[config.mk]
export PLATFORM = sky130hd
export DESIGN_NAME = uart_tx_arbiter
export DESIGN_NICKNAME = d
export VERILOG_FILES = /design/src/rtl/uart_tx_arbiter.sv
export SDC_FILE = /design/constraint.sdc
export NUM_CORES = 1
export LEC_CHECK = 0
export ABC_AREA = 0
export BUFFER_PORTS_ARGS = -buffer_cell sky130_fd_sc_hd__buf_4
export CAP_MARGIN = 10
export CORE_MARGIN = 1
export CORE_UTILIZATION = 44
export DETAILED_ROUTE_END_ITERATION = 6
export HOLD_SLACK_MARGIN = 0.03
export PLACE_DENSITY = 0.79
export SLEW_MARGIN = 20
export SYNTH_ARGS = -nofsm -noshare
export SYNTH_HDL_FRONTEND = slang
export SYNTH_SLANG_ARGS = --single-unit
[constraint.sdc]
create_clock -name clk -period 2.15 [get_ports clk]
set_input_delay 0.3225 -clock clk [delete_from_list [all_inputs] [get_ports clk]]
set_output_delay 0.3225 -clock clk [all_outputs]
set_load 0.01 [all_outputs]
[src/rtl/uart_tx_arbiter.sv]
// uart_tx_arbiter: round-robin arbiter feeding NREQ character sources into one UART transmitter.
// Optional busy_tx watchdog enabled by defining UART_TX_ARB_TIMEOUT_EN. Rev 1.0
`default_nettype none

module uart_tx_arbiter #(
  parameter int DWIDTH  = 8,
  parameter int NREQ    = 4,
  parameter int TIMEOUT = 16
) (
  input  logic                     clk,
  input  logic                     rst,
  input  logic [NREQ-1:0]          req_valid,
  input  logic [NREQ*DWIDTH-1:0]   req_data,
  input  logic [NREQ-1:0]          req_par_en,
  input  logic [NREQ-1:0]          req_par_type,
  output logic [NREQ-1:0]          req_ready,
  output logic [DWIDTH-1:0]        p_data_tx,
  output logic                     data_valid_tx,
  output logic                     parity_en_tx,
  output logic                     parity_type_tx,
  input  logic                     busy_tx,
  output logic [$clog2(NREQ)-1:0]  grant_id,
  output logic                     arb_busy,
  output logic                     err_timeout
);

  localparam int IW = $clog2(NREQ);

  typedef enum logic [1:0] {
    IDLE      = 2'd0,
    ISSUE     = 2'd1,
    WAIT_BUSY = 2'd2,
    WAIT_DONE = 2'd3
  } state_e;

  state_e              state_q;
  logic [IW-1:0]       rr_ptr_q;
  logic [IW-1:0]       rr_ptr_d;
  logic [DWIDTH-1:0]   p_data_q;
  logic                data_valid_q;
  logic                par_en_q;
  logic                par_type_q;
  logic [IW-1:0]       grant_id_q;
  logic                arb_busy_q;

  logic                win_vld;
  logic [IW-1:0]       win_idx;
  logic [DWIDTH-1:0]   win_data;
  logic                xfer;
  int                  j;

  // Search upward from rr_ptr with wrap-around; first valid requester wins.
  always_comb begin
    win_vld = 1'b0;
    win_idx = '0;
    j       = 0;
    for (int k = 0; k < NREQ; k++) begin
      j = int'(rr_ptr_q) + k;
      if (j >= NREQ) j = j - NREQ;
      if (!win_vld && req_valid[j]) begin
        win_vld = 1'b1;
        win_idx = IW'(j);
      end
    end
  end

  assign win_data  = req_data[int'(win_idx)*DWIDTH +: DWIDTH];
  assign rr_ptr_d  = (win_idx == IW'(NREQ-1)) ? '0 : win_idx + 1'b1;
  assign xfer      = rst && (state_q == IDLE) && !busy_tx && win_vld;
  assign req_ready = xfer ? (NREQ'(1) << win_idx) : '0;

`ifdef UART_TX_ARB_TIMEOUT_EN
  localparam int CW = $clog2(TIMEOUT+1);
  logic [CW-1:0] cnt_q;
  logic          err_q;
`endif

  always_ff @(posedge clk or negedge rst) begin
    if (!rst) begin
      state_q      <= IDLE;
      rr_ptr_q     <= '0;
      p_data_q     <= '0;
      data_valid_q <= 1'b0;
      par_en_q     <= 1'b0;
      par_type_q   <= 1'b0;
      grant_id_q   <= '0;
      arb_busy_q   <= 1'b0;
`ifdef UART_TX_ARB_TIMEOUT_EN
      cnt_q        <= '0;
      err_q        <= 1'b0;
`endif
    end else begin
      data_valid_q <= 1'b0;
`ifdef UART_TX_ARB_TIMEOUT_EN
      err_q        <= 1'b0;
`endif
      case (state_q)
        IDLE: begin
          if (xfer) begin
            p_data_q     <= win_data;
            par_en_q     <= req_par_en[win_idx];
            par_type_q   <= req_par_type[win_idx];
            grant_id_q   <= win_idx;
            rr_ptr_q     <= rr_ptr_d;
            data_valid_q <= 1'b1;
            arb_busy_q   <= 1'b1;
            state_q      <= ISSUE;
`ifdef UART_TX_ARB_TIMEOUT_EN
            cnt_q        <= '0;
`endif
          end
        end
        ISSUE: begin
          state_q <= WAIT_BUSY;
`ifdef UART_TX_ARB_TIMEOUT_EN
          cnt_q   <= cnt_q + 1'b1;
`endif
        end
        WAIT_BUSY: begin
          if (busy_tx) begin
            state_q <= WAIT_DONE;
          end
`ifdef UART_TX_ARB_TIMEOUT_EN
          // Count includes the ISSUE cycle, so expiry lands TIMEOUT cycles after ISSUE.
          else if (cnt_q == CW'(TIMEOUT-1)) begin
            err_q      <= 1'b1;
            arb_busy_q <= 1'b0;
            state_q    <= IDLE;
          end else begin
            cnt_q <= cnt_q + 1'b1;
          end
`endif
        end
        WAIT_DONE: begin
          if (!busy_tx) begin
            arb_busy_q <= 1'b0;
            state_q    <= IDLE;
          end
        end
        default: state_q <= IDLE;
      endcase
    end
  end

`ifdef UART_TX_ARB_TIMEOUT_EN
  assign err_timeout = err_q;
`else
  assign err_timeout = 1'b0;
  generate
    if (TIMEOUT < 1) begin : g_timeout_unused
    end
  endgenerate
`endif

  assign p_data_tx      = p_data_q;
  assign data_valid_tx  = data_valid_q;
  assign parity_en_tx   = par_en_q;
  assign parity_type_tx = par_type_q;
  assign grant_id       = grant_id_q;
  assign arb_busy       = arb_busy_q;

endmodule

`default_nettype wire

== Yosys cells after proc, flatten, opt, wreduce, memory -nomap -nowiden ==
Cells that the tools add are included.

* Shifts and indexed selects: 2
* Eq/ne operators: 7
* Muxes and demuxes: 39
* Magnitude comparators: 9
* Reduce and logical (&&, ||, !) cells: 15
* Add/subtract/negate cells: 8

{| class="wikitable"
|+ Operator list
! operator !! number
|-
| 32-bit by 4-bit < comparator with 1-bit output, second input constant || 4
|-
| 32-bit two-way mux || 4
|-
| 32-bit by 6-bit indexed part select with 8-bit output || 1
|-
| 1-bit two-way mux || 18
|-
| 2-bit two-way mux || 8
|-
| 1-bit binary-select mux with 2-bit select || 6
|-
| 3-bit by 3-bit subtractor with 4-bit output, second input constant || 3
|-
| 3-bit greater-or-equal comparator, second input constant || 3
|-
| 2-bit case mux with 4 select lines || 1
|-
| 2-bit by 2-bit adder with 3-bit output, second input constant || 2
|-
| 2-bit equality test, second input constant || 3
|-
| 1-bit logical AND || 6
|-
| 2-bit inequality test, second input constant || 3
|-
| 3-bit AND reduction || 2
|-
| 1-bit logical NOT || 4
|-
| 4-bit two-way mux || 1
|-
| 1-bit by 2-bit << shifter with 4-bit output, first input constant || 1
|-
| 2-bit by 3-bit subtractor with 4-bit output, second input constant || 1
|-
| 2-bit by 1-bit adder with 3-bit output, second input constant || 1
|-
| 2-bit by 3-bit greater-or-equal comparator with 1-bit output, second input constant || 1
|-
| 2-bit by 3-bit < comparator with 1-bit output, second input constant || 1
|-
| 2-bit by 1-bit adder with 2-bit output, second input constant || 1
|-
| 2-bit by 1-bit equality test with 1-bit output, second input constant || 1
|-
| 2-bit logical NOT || 1
|-
| other kinds (3) || 3
|}

* Input port bits: 47
* Output and inout port bits: 19
* Logic and storage cells: 88
* Register bits: 18

== Depth between registers and ports, before layout ==
* Depth in word-level cells: 18
* Gate-level depth with buffers: 9
* Mapped depth without buffers: 7

== Worst setup path before layout ==
Ideal clock, no wire load.

* Kind: reg2reg
* Start point: reg state_q[0]
* End point: reg state_q[1]
* Arrival: 1.751 ns
* Setup slack: 0.271 ns
* Period minus slack after synthesis: 1.879 ns
* Cell stages (with the launch flop): 9
* Required time: 2.022 ns
* Path buffers: 1
* Library setup time: 0.128 ns
* Cell sequence: dfrtp_1 > inv_1 > ha_1 > nand2_1 > or3_1 > buf_2 > a22o_1 > a21oi_2 > mux2_1

* Cells in the longest elaborated chain, start to end: 6
* Elaborated cells on any way between the ends: 12
* Classes of those cells: eq/ne: 6; mux: 1; reduce/logical: 5

{| class="wikitable"
|+ RTL lines
! what !! RTL line !! text
|-
| start: declaration || 36 || <nowiki>state_e state_q;</nowiki>
|-
| start signal: assignment || 80 || <nowiki>state_q <= IDLE;</nowiki>
|-
| start signal: assignment || 107 || <nowiki>state_q <= ISSUE;</nowiki>
|-
| start signal: assignment || 114 || <nowiki>state_q <= WAIT_BUSY;</nowiki>
|-
| 2-bit logical NOT || 69, 97 ||
|-
| 1-bit logical AND (3 in series) || 69 || <nowiki>assign xfer = rst && (state_q == IDLE) && !busy_tx && win_vld;</nowiki>
|-
| 2-bit inequality test (no source line) || -- ||
|-
| 3-bit AND reduction (no source line) || -- ||
|}

Parallel ways exist; a longest one is shown, timed or not.
A chain may end at the register's enable or synchronous reset.

== Worst setup path after layout ==
* Start point: reg rr_ptr_q[1]
* End point: out req_ready[0]

* Cells in the longest elaborated chain, start to end: 17
* Elaborated cells on any way between the ends: 44
* Classes of those cells: add/sub: 7; order compare: 4; shift: 1; mux: 25; reduce/logical: 7

{| class="wikitable"
|+ RTL lines
! what !! RTL line !! text
|-
| start: declaration || 37 || <nowiki>logic [IW-1:0] rr_ptr_q;</nowiki>
|-
| start signal: assignment || 104 || <nowiki>rr_ptr_q <= rr_ptr_d;</nowiki>
|-
| parallel branches: the longest is 14 deep, another holds 3-bit by 3-bit subtractor with 4-bit output || -- ||
|-
| 2-bit two-way mux * || 60 || <nowiki>if (!win_vld && req_valid[j]) begin</nowiki>
|-
| named net win_idx[1] || 47 || <nowiki>logic [IW-1:0] win_idx;</nowiki>
|-
| 1-bit by 2-bit << shifter with 4-bit output * || 70 || <nowiki>assign req_ready = xfer ? (NREQ'(1) << win_idx) : '0;</nowiki>
|-
| 4-bit two-way mux * || 70 ||
|-
| end: declaration || 16 || <nowiki>output logic [NREQ-1:0] req_ready,</nowiki>
|}

Mark *: on every way through the listed nets, which the timed path passes. The select of a mux whose other input is x is not followed.

==> impl_metrics.py <==
metrics = {
    "run_status": {
        "status": "finished, final reports clean",
    },
    "die": {
        "dieArea_sq_um": 2940,
        "fp.coreArea_sq_um": 2520,
        "die_w_um": 54.3,
        "initial_utilization": 0.476,
        "row_count": 18,
        "die_y_um": 54.3,
        "ios": 66,
    },
    "finish": {
        "seq_area_sq_um": 453,
        "fin_cells": 219,
        "nets": 245,
        "final_cell_mix": "70 x buf_4, 21 x nand2_1, 21 x mux2i_1, 16 x dfrtp_1, 10 x o221ai_1",
        "multi_input_area_sq_um": 693,
        "antenna-diode-count": 0,
        "area_delta_synth_final_pct": 51.2,
        "final_common_cell": "buf_4",
        "fin_area_sq_um": 1820,
        "num-fill-cells": 199,
        "post_route_cells_drive_above_1_share": 0.492,
    },
    "job": {
        "max_cap_viol_count": 0,
    },
    "power": {
        "p_switching_w": 0.000717,
        "ir_worst_vdd_uv": 828,
        "p_sw_frac": 0.381,
        "seq_power_share": 0.323,
        "clkPwrFrac": 0.113,
        "leakage_nw": 0.964,
        "p_comb_frac": 0.564,
        "internal_power_w": 0.00117,
        "power_density_nw_per_um2": 1040,
    },
    "routing": {
        "dr.pass1.iters": 4,
        "vias": 1141,
        "vias_per_cell": 5.21,
        "ant_nets": 0,
        "avgRoutedWirePerCell_um": 14.6,
        "drt_wl_total_um": 3200,
        "drc_errors": 0,
        "drtIter0Drc": 16,
    },
    "global_routing": {
        "grt_pass1_wl_um": 4690,
        "track_usage": 0.225,
        "grt_max_degree": 19,
        "gr-total-overflow": 0,
        "grt_antenna_before_repair": 0,
        "grt_pass1_vias": 1005,
    },
    "synthesis": {
        "synthesis.area_sq_um": 1200,
        "async_flop_share": 1.00,
        "synth_edf_count": 0,
        "ys_ff_latch": 18,
        "synth-seq-area-share": 0.375,
        "synth_ff_type": "dfrtp_1",
        "ys_types": 31,
        "synth.avg_cell_area_sq_um": 10.2,
        "synthCells": 118,
        "syn-num-nets": 173,
        "ys_warn_count": 0,
    },
    "place": {
        "place_area_sq_um": 1680,
        "place_congestion": 0.726,
        "hpwl_um": 2440,
        "port_buffers": 64,
        "dp_cells": 209,
    },
    "sta": {
        "rsz0062_at_grt": "yes",
        "fmax_ghz": 0.471,
        "min_period_ns": 2.12,
        "hold_viol": 0,
        "slew_violations": 0,
        "clock_skew_ns": 0.00414,
        "min_period_over_period": 0.988,
        "setup-violations-final": 0,
    },
    "cts": {
        "cts.sinks": 18,
        "clockBufferDepth": 2,
        "cts_buffers": 3,
        "htreeDepth": 1,
        "ctsRootBufferMaster": "clkbuf_4",
        "cts_tree": "built",
        "insertion_delay_ns": 0.29,
        "clk_pin_slew_worst_paths_ns": 0.11,
    },
    "worst_hold_path": {
        "holdPathEnd": "parity_type_tx",
        "min_from": "req_par_type[1]",
        "hp-class": "in -> reg",
        "hold_depth": 3,
    },
    "critical_path": {
        "critPathArrivalTime_ns": 1.80,
        "reg2reg_from": "state_q[0]",
        "crit_required_ns": 1.83,
        "endpoint_kind": "primary output",
        "r2r_end": "state_q[1]",
        "crit_fanout": 7,
        "cp-start-kind": "flip-flop",
        "rrSetupSlack_ns": 0.19,
        "worstSetupPathType": "reg -> out",
        "reg2reg_depth": 7,
    },
}
[Yosys cell counts (2+ instances only)]
cell / number / area [sq um]
buf_12: 2 / 40.0
nand2b_1: 2 / 12.5
inv_1: 5 / 18.8
nand2_1: 21 / 78.8
o221ai_1: 10 / 87.6
dfrtp_1: 18 / 450
a21oi_1: 2 / 10.0
mux2i_1: 21 / 210
and2_1: 4 / 25.0
buf_2: 2 / 10.0
ha_1: 8 / 100
nor2_1: 4 / 15.0
[worst max-delay path by stage]
stage | to | slack (ns) | cells past startpoint | startpoint
after floorplan | state_q[1] | 0.27 | 8 | state_q[0]
after global placement | state_q[1] | 0.25 | 7 | state_q[0]
after detailed placement | state_q[1] | 0.14 | 7 | state_q[0]
after CTS | req_ready[1] | 0.01 | 7 | rr_ptr_q[0]
after global routing | req_ready[1] | -0.08 | 7 | rr_ptr_q[0]
final | req_ready[0] | 0.03 | 7 | rr_ptr_q[1]
[routing by layer]
metal | GRT usage | part of all wire | vias to the layer above
met5 | 0 | 0 | -
met4 | 0.0598 | 0.023 | 0
met3 | 0.0611 | 0.031 | 8
met2 | 0.356 | 0.51 | 27
met1 | 0.303 | 0.43 | 546
li1 | - | - | 560
[sequential cells by signal, summed over array words and instances, names as in the netlist]
register        count
parity_type_tx      1
state_q             2
data_valid_tx       1
grant_id            2
arb_busy            1
p_data_tx           8
rr_ptr_q            2
parity_en_tx        1
[cells by family after synthesis]
group                    count (synthesis)  synth area share
adder cells (fa/ha/maj)                  8            0.0833
buffers and inverters                   13            0.0802
AND/OR/NAND/NOR                         36             0.135
flip-flops                              18             0.375
multiplexers                            22             0.184
AO/OA/AOI/OAI                           20             0.139
other                                    1           0.00312
[power groups by stage]
stage	combinational (W)	sequential, W	clock [W]
after floorplan	0.000597	0.000647	0
after global placement	0.000914	0.000603	0
after detailed placement	0.000957	0.000611	0
after CTS	0.000982	0.000606	0.000216
after global routing	0.00117	0.000625	0.000235
final	0.00106	0.000609	0.000213
[through the flow]
step / TNS (ns) / utilization / hold slack (ns) / setup WS [ns] / total power, W
floorplan: 0 / - / 0.0269 / 0.271 / 0.00124
global placement: 0 / 0.665 / 0.305 / 0.248 / 0.00152
detailed placement: 0 / 0.665 / 0.309 / 0.139 / 0.00157
CTS: 0 / 0.689 / 0.333 / 0.0102 / 0.00180
global route: -0.215 / 0.720 / 0.346 / -0.0769 / 0.00203
finish: 0 / 0.720 / 0.333 / 0.0253 / 0.00188
[cell type report]
cell class,instances,share of cell area
repair buffers,74,0.313
inverters,6,0.0152
flip-flops and latches,18,0.249
well taps,30,0.0207
multi-input cells,87,0.382
clock buffers,4,0.0200
[critical path, stage by stage, from the launching register on]
cell      delay, ns
dfrtp_2        0.47
nand3b_1       0.09
o21ai_1        0.08
a221oi_2       0.29
inv_1          0.14
ha_2           0.20
and2_4         0.13
buf_6          0.11
[repair_timing]
item / in CTS / in global routing
hold buffers: 1 / 0
resized for setup: 4 / 16
endpoints found under the setup margin: 4 / 4
setup buffers: 1 / 4
endpoints found under the hold margin: 18 / 0
pin swaps: 1 / 5
No activity file was read; power rests on OpenSTA's default activity.
